`config.mk`:
```
export PLATFORM = sky130hd
export DESIGN_NAME = srl8_arbiter
export DESIGN_NICKNAME = d
export VERILOG_FILES = /design/src/rtl/srl8_arbiter.sv
export SDC_FILE = /design/constraint.sdc
export NUM_CORES = 1
export LEC_CHECK = 0
export ABC_AREA = 0
export CAP_MARGIN = 30
export CORE_ASPECT_RATIO = 1.1
export CORE_MARGIN = 1
export CORE_UTILIZATION = 25
export DETAILED_ROUTE_END_ITERATION = 10
export GPL_ROUTABILITY_DRIVEN = 1
export PLACE_DENSITY = 0.53
export SYNTH_ARGS = -nofsm -noshare
export SYNTH_HDL_FRONTEND = slang
export SYNTH_SLANG_ARGS = --single-unit
```
`constraint.sdc`:
```
create_clock -name clk -period 1.8 [get_ports clk]
set_input_delay 0.54 -clock clk [delete_from_list [all_inputs] [get_ports clk]]
set_output_delay 0.54 -clock clk [all_outputs]
set_load 0.1 [all_outputs]
```
`src/rtl/srl8_arbiter.sv`:
```
// srl8_arbiter: two-requester round-robin front end for one shared 8-bit
// logical-right-shift datapath. Operands are captured on accept, the shift
// result is captured one cycle later, and the result is then held until the
// owning requester takes it.

// Combinational SRL8: C = A >> B with zero fill. Every bit of B is significant.
module srl8 (
  input  logic [7:0] a,
  input  logic [7:0] b,
  output logic [7:0] c
);
  // Any amount of 8 or more, including stray upper bits, shifts every bit out.
  assign c = (b[7:3] != 5'd0) ? 8'h00 : (a >> b[2:0]);
endmodule

module srl8_arbiter #(
  parameter bit RR_INIT = 1'b0
) (
  input  logic       clk,
  input  logic       rst_n,
  input  logic       req0_valid,
  output logic       req0_ready,
  input  logic [7:0] req0_a,
  input  logic [7:0] req0_b,
  input  logic       req1_valid,
  output logic       req1_ready,
  input  logic [7:0] req1_a,
  input  logic [7:0] req1_b,
  output logic       rsp0_valid,
  input  logic       rsp0_ready,
  output logic       rsp1_valid,
  input  logic       rsp1_ready,
  output logic [7:0] rsp_data,
  output logic       busy
);

  typedef enum logic [1:0] {
    IDLE = 2'd0,
    EXEC = 2'd1,
    RESP = 2'd2
  } state_t;

  state_t     state;
  logic       prio;    // requester that wins a tie
  logic       owner;   // requester whose operation is in flight
  logic [7:0] op_a;
  logic [7:0] op_b;
  logic [7:0] shift_c;
  logic       grant1;
  logic       idle;
  logic       accept;

  // Round-robin grant: a lone requester wins outright, a tie goes to prio.
  assign grant1 = req1_valid & (~req0_valid | prio);
  assign idle   = (state == IDLE);

  // No grant is issued while reset is held, even if a requester is valid.
  assign req0_ready = rst_n & idle & req0_valid & ~grant1;
  assign req1_ready = rst_n & idle & grant1;
  assign accept     = req0_ready | req1_ready;

  assign busy = ~idle;

  // The shifter only ever sees the registered operands.
  srl8 u_srl8 (
    .a (op_a),
    .b (op_b),
    .c (shift_c)
  );

  // Control FSM with registered operands, result and response valids.
  // NOTE: sequential state uses non-blocking assignments so every register
  // samples the pre-edge values; blocking here would create ordering races.
  always_ff @(posedge clk or negedge rst_n) begin
    if (!rst_n) begin
      // NOTE: operand and result registers are reset along with control so a
      // dropped in-flight operation leaves no stale data visible on rsp_data.
      state      <= IDLE;
      prio       <= RR_INIT;
      owner      <= 1'b0;
      op_a       <= 8'h00;
      op_b       <= 8'h00;
      rsp_data   <= 8'h00;
      rsp0_valid <= 1'b0;
      rsp1_valid <= 1'b0;
    end else begin
      case (state)
        IDLE: begin
          if (accept) begin
            owner <= grant1;
            op_a  <= grant1 ? req1_a : req0_a;
            op_b  <= grant1 ? req1_b : req0_b;
            state <= EXEC;
          end
        end
        EXEC: begin
          rsp_data   <= shift_c;
          rsp0_valid <= ~owner;
          rsp1_valid <= owner;
          state      <= RESP;
        end
        RESP: begin
          // Hold the result until the owner takes it; prio flips only here.
          if (owner ? rsp1_ready : rsp0_ready) begin
            rsp0_valid <= 1'b0;
            rsp1_valid <= 1'b0;
            prio       <= ~owner;
            state      <= IDLE;
          end
        end
        default: state <= IDLE;
      endcase
    end
  end

endmodule

```
# Yosys cells after proc, flatten, opt, wreduce, memory -nomap -nowiden
# Cells that the tools add are included.
[op_classes]
n_eq_ne = 4
shifts = 1
n_mux = 10
n_bitwise = 11
reduce_logical = 7
[ops]
columns = ["op", "n"]
rows = [
  ["8-bit two-way mux", 3],
  ["2-bit AND reduction", 4],
  ["8-bit by 3-bit right shift with 8-bit output", 1],
  ["2-bit one-hot mux with 3 select lines", 1],
  ["1-bit AND", 5],
  ["5-bit nonzero test", 1],
  ["2-bit two-way mux", 2],
  ["1-bit NOT", 4],
  ["1-bit one-hot mux with 2 select lines", 2],
  ["2-bit by 1-bit == test with 1-bit output (second input constant)", 1],
  ["2-bit == test (second input constant)", 1],
  ["2-bit logical NOT", 1],
  ["1-bit two-way mux", 2],
  ["2-bit by 1-bit inequality test with 1-bit output (second input constant)", 1],
  ["2-bit inequality test (second input constant)", 1],
  ["1-bit bitwise OR", 2],
  ["2-bit nonzero test", 1],
]
[word_totals]
regBits = 30
inputBits = 38
output_inout_bits = 13
word_cells = 41

# Depth between registers and ports, before layout
[depth]
ltp_word = 8
ltp_mapped = 7
ltp_nobuf = 3

# Hierarchy
# Synthesis repeated with hierarchy kept, for this count alone.
[hier_totals]
cells_unflattened = 157
hier_area_um2 = 1611.5
[modules_own_cells]
columns = ["mod", "n_inst", "cells_per_inst", "area_each_um2", "seq_area_each_um2"]
rows = [
  ["srl8_arbiter", 1, 125, 1361.3, 750.7],
  ["srl8", 1, 32, 250.2, 0.0],
]

# Least setup slack after synthesis
# Ideal clock, no wire load.
[synth_path]
path_type = "input port to output port"
startpoint = "input port rst_n"
endpoint = "output port req0_ready"
arrival_time_ps = 2255
t_required_ps = 1260
setup_slack_ps = -995
cell_stages = 4
n_path_buf = 1
path_cell_list = "nor3b_1 -> buf_2 -> nand2_1 -> nor2_1"
[synth_between]
elab_chain_cells = 3
[synth_lines]
columns = ["element", "line", "text"]
rows = [
  ["start: declaration", "20", "input logic rst_n,"],
  ["1-bit AND (3 in a row)", "58", "assign req0_ready = rst_n & idle & req0_valid & ~grant1;"],
  ["end: declaration", "22", "output logic req0_ready,"],
]
# No other way between the ends.

# Final worst setup path
[layout_path]
startpoint = "register state[0]"
endpoint = "output port req0_ready"
[layout_between]
elab_chain_cells = 4
[layout_lines]
columns = ["element", "line", "text"]
rows = [
  ["start: declaration", "43", "state_t state;"],
  ["start signal: assignment", "78", "state <= IDLE;"],
  ["start signal: assignment", "93", "state <= EXEC;"],
  ["start signal: assignment", "100", "state <= RESP;"],
  ["2-bit logical NOT", "55", "assign idle = (state == IDLE);"],
  ["1-bit AND (3 in a row)", "58", ""],
]
# No other way between the ends.

==> impl_metrics.json <==
{
  "status": "complete, but fails checks",
  "violations": "setup timing",
  "num_vias": 1622,
  "met2_usage_pct": 23.3,
  "multiInputGateArea_um2": 943,
  "netlist_instances": 187,
  "period_needed_ns": 1.87,
  "cts-root-buf": "clkbuf_8",
  "rr_worst_depth": 3,
  "gr-usage-met3_pct": 4.49,
  "area_growth_pct": 52.7,
  "synth_nets": 225,
  "power_density_mw_per_mm2": 1380,
  "preCtsSetupSlack_ns": -0.486,
  "rr_startpoint": "op_b[7]$_DFFE_PN0P_",
  "finalClockSkew_ns": 0.00198,
  "drive_gt1_share_pct": 22.4,
  "synth-seq-cells": 30,
  "grt_pass1_wl_um": 7850,
  "stdcell_count": 327,
  "synth_sequential_area_ratio_pct": 43.2,
  "synth.top_cell.area_share_pct": 43.2,
  "layout_common_cells": "34 x clkdlybuf4s50_1, 30 x dfrtp_1, 20 x a21oi_1, 17 x buf_4",
  "core_area_mm2": 0.00667,
  "busiest_layer": "met2",
  "nets": 283,
  "io_buffers": 50,
  "ys_warn_count": 0,
  "synth_area_leaders": "dfrtp_1 43%, o211ai_1 6.9%, a21oi_1 5.8%, a31oi_1 5.8%, mux4_2 5.2%",
  "cts_tree": "yes",
  "worstSetupPathType": "reg -> out",
  "leakage_nw": 1.05,
  "critPathLaunchType": "flop",
  "clk_pin_slew_ns": 0.06,
  "viasPerCell": 4.96,
  "rows": 31,
  "cap_violations": 0,
  "rsz0062_at_grt": "true",
  "worst_pin_slew_ns": 0.475,
  "hold_violations": 0,
  "ant_nets": 0,
  "report.final.slew_viol_count": 0,
  "netlist.top_cell.by_area": "dfrtp_1",
  "routed_wl_um": 4600,
  "finalSetupViolations": 2,
  "track_usage_pct": 14.5,
  "die_h_um": 89.5,
  "cp_max_fo": 3,
  "power_mw": 3.67,
  "cts_made_buffers": 5,
  "avgSynthCellArea_um2": 9.30,
  "place_inst": 320,
  "drtIter0Drc": 89,
  "drc": 0,
  "ctsHoldBuffers": 0,
  "dpl.hpwl_um": 3460,
  "die_area_mm2": 0.00729,
  "cp.arrival_ns": 1.33,
  "die_w_um": 81.5,
  "area.sequential_um2": 751,
  "end_kind": "output port",
  "holdWs_ns": 0.295,
  "use_met1_pct": 18.4,
  "gr-total-overflow": 0,
  "numClockSinks": 30,
  "io_pins": 51,
  "slew_headroom_pct": 68.4,
  "hold_path_class": "in -> async",
  "rrSetupSlack_ns": 0.08,
  "final_common_cell": "clkdlybuf4s50_1",
  "synth_cell_types": 34,
  "initial_core_util_pct": 26.1,
  "crit_required_ns": 1.26,
  "synth.cell_area_mm2": 0.00174,
  "clockBufferDepth": 2,
  "grt_max_degree": 31,
  "fin_crit_sh_pct": 104,
  "antenna_cells": 0,
  "max_freq_mhz": 534,
  "stdcell_area_mm2": 0.00266,
  "cts_setup_buffers": 0,
  "wl_per_cell_um": 14.1,
  "fillers": 698,
  "ir_drop_uv": 828,
  "h-tree-depth": 2,
  "grt_pass1_vias": 1610,
  "gp_congestion": 0.768,
  "place_area_mm2": 0.00258,
  "dr.pass1.iters": 4,
  "worstSkewPairLatency_ns": 0.28,
  "r2r-end": "rsp_data[7]$_DFFE_PN0P_",
  "antenna_found_initial": 0,
  "finalWorstSetupSlack_ns": -0.0739
}
[flip-flops by register name (all words and copies together), names as in the netlist]
signal,count
rsp_data,8
state,2
op_b,8
rsp1_valid,1
op_a,8
prio,1
owner,1
rsp0_valid,1
[critical path: stages, from the launching register on]
cell,delay [ns]
dfrtp_1,0.39
nor3b_2,0.18
buf_4,0.16
nand2_4,0.05
nor2_4,0.09
buf_12,0.18
[kinds of logic after synthesis]
logic type	Yosys count	synth area share, %
buffers and inverters	21	4.89
DFF	30	43.2
muxes	12	10.0
and+or+nand+nor	42	13.3
AOI/OAI and AO/OA	82	28.6
[synthesized netlist by cell type, drive strengths merged]
library cell and count:
o31ai 2, nand3b 3, a22o 1, clkbuf 11, o2bb2ai 1, a221oi 1
or4 3, inv 4, or3 2, nand2b 5, a22oi 1, nor2 3
o211ai 16, mux2i 5, nand2 13, o21ai 23, nor3 1, or2 2
nand3 2, nor3b 1, nor2b 5, a2bb2oi 1, dfrtp 30, buf 6
and2 2, a31oi 16, mux2 3, mux4 4, a21oi 20
[layer usage]
layer  part of all wire (%)  wire, um
met1                     45      2090
met2                     48      2190
met3                    5.7       264
met4                    1.3        61
met5                      0         0
[report_power, final]
group / switching (mW) / internal (mW) / total [mW]
Combinational: 1.00 / 0.910 / 1.91
Clock: 0.249 / 0.266 / 0.515
Sequential: 0.321 / 0.919 / 1.24
Total: 1.57 / 2.09 / 3.67
[what timing repair did]
| action | 4_1_cts | 5_1_grt |
|---|---|---|
| resized for setup | 13 | 0 |
| endpoints found under the setup margin | 19 | 3 |
| pin swaps | 3 | 0 |
[per-stage QoR]
stage               setup TNS (ns)  util [%]
floorplan                   -0.266         -
global placement             -7.32      38.6
detailed placement           -7.08      38.6
CTS                         -0.163      39.8
global route                -0.298      39.8
finish                      -0.136      39.8
[layout make-up]
| type | instances | share of cell area (%) |
|---|---|---|
| inverter | 4 | 0.566 |
| multi-input combinational | 136 | 35.5 |
| tap | 82 | 3.86 |
| clock buffer | 7 | 2.87 |
| timing repair buffer | 68 | 28.9 |
| sequential | 30 | 28.3 |
[worst max-delay path by stage]
| stage | start | endpoint | slack, ns | cells after the start |
|---|---|---|---|---|
| 2_1_floorplan | rst_n | req0_ready | -0.15 | 4 |
| 3_3_place_gp | rst_n | req0_ready | -0.49 | 6 |
| 3_5_place_dp | rst_n | req0_ready | -0.49 | 6 |
| 4_1_cts | state[0]$_DFFE_PN0P_ | req0_ready | -0.09 | 5 |
| 5_1_grt | state[0]$_DFFE_PN0P_ | req0_ready | -0.14 | 5 |
| 6_report | state[0]$_DFFE_PN0P_ | req0_ready | -0.07 | 5 |
(Power assumes the default switching activity.)
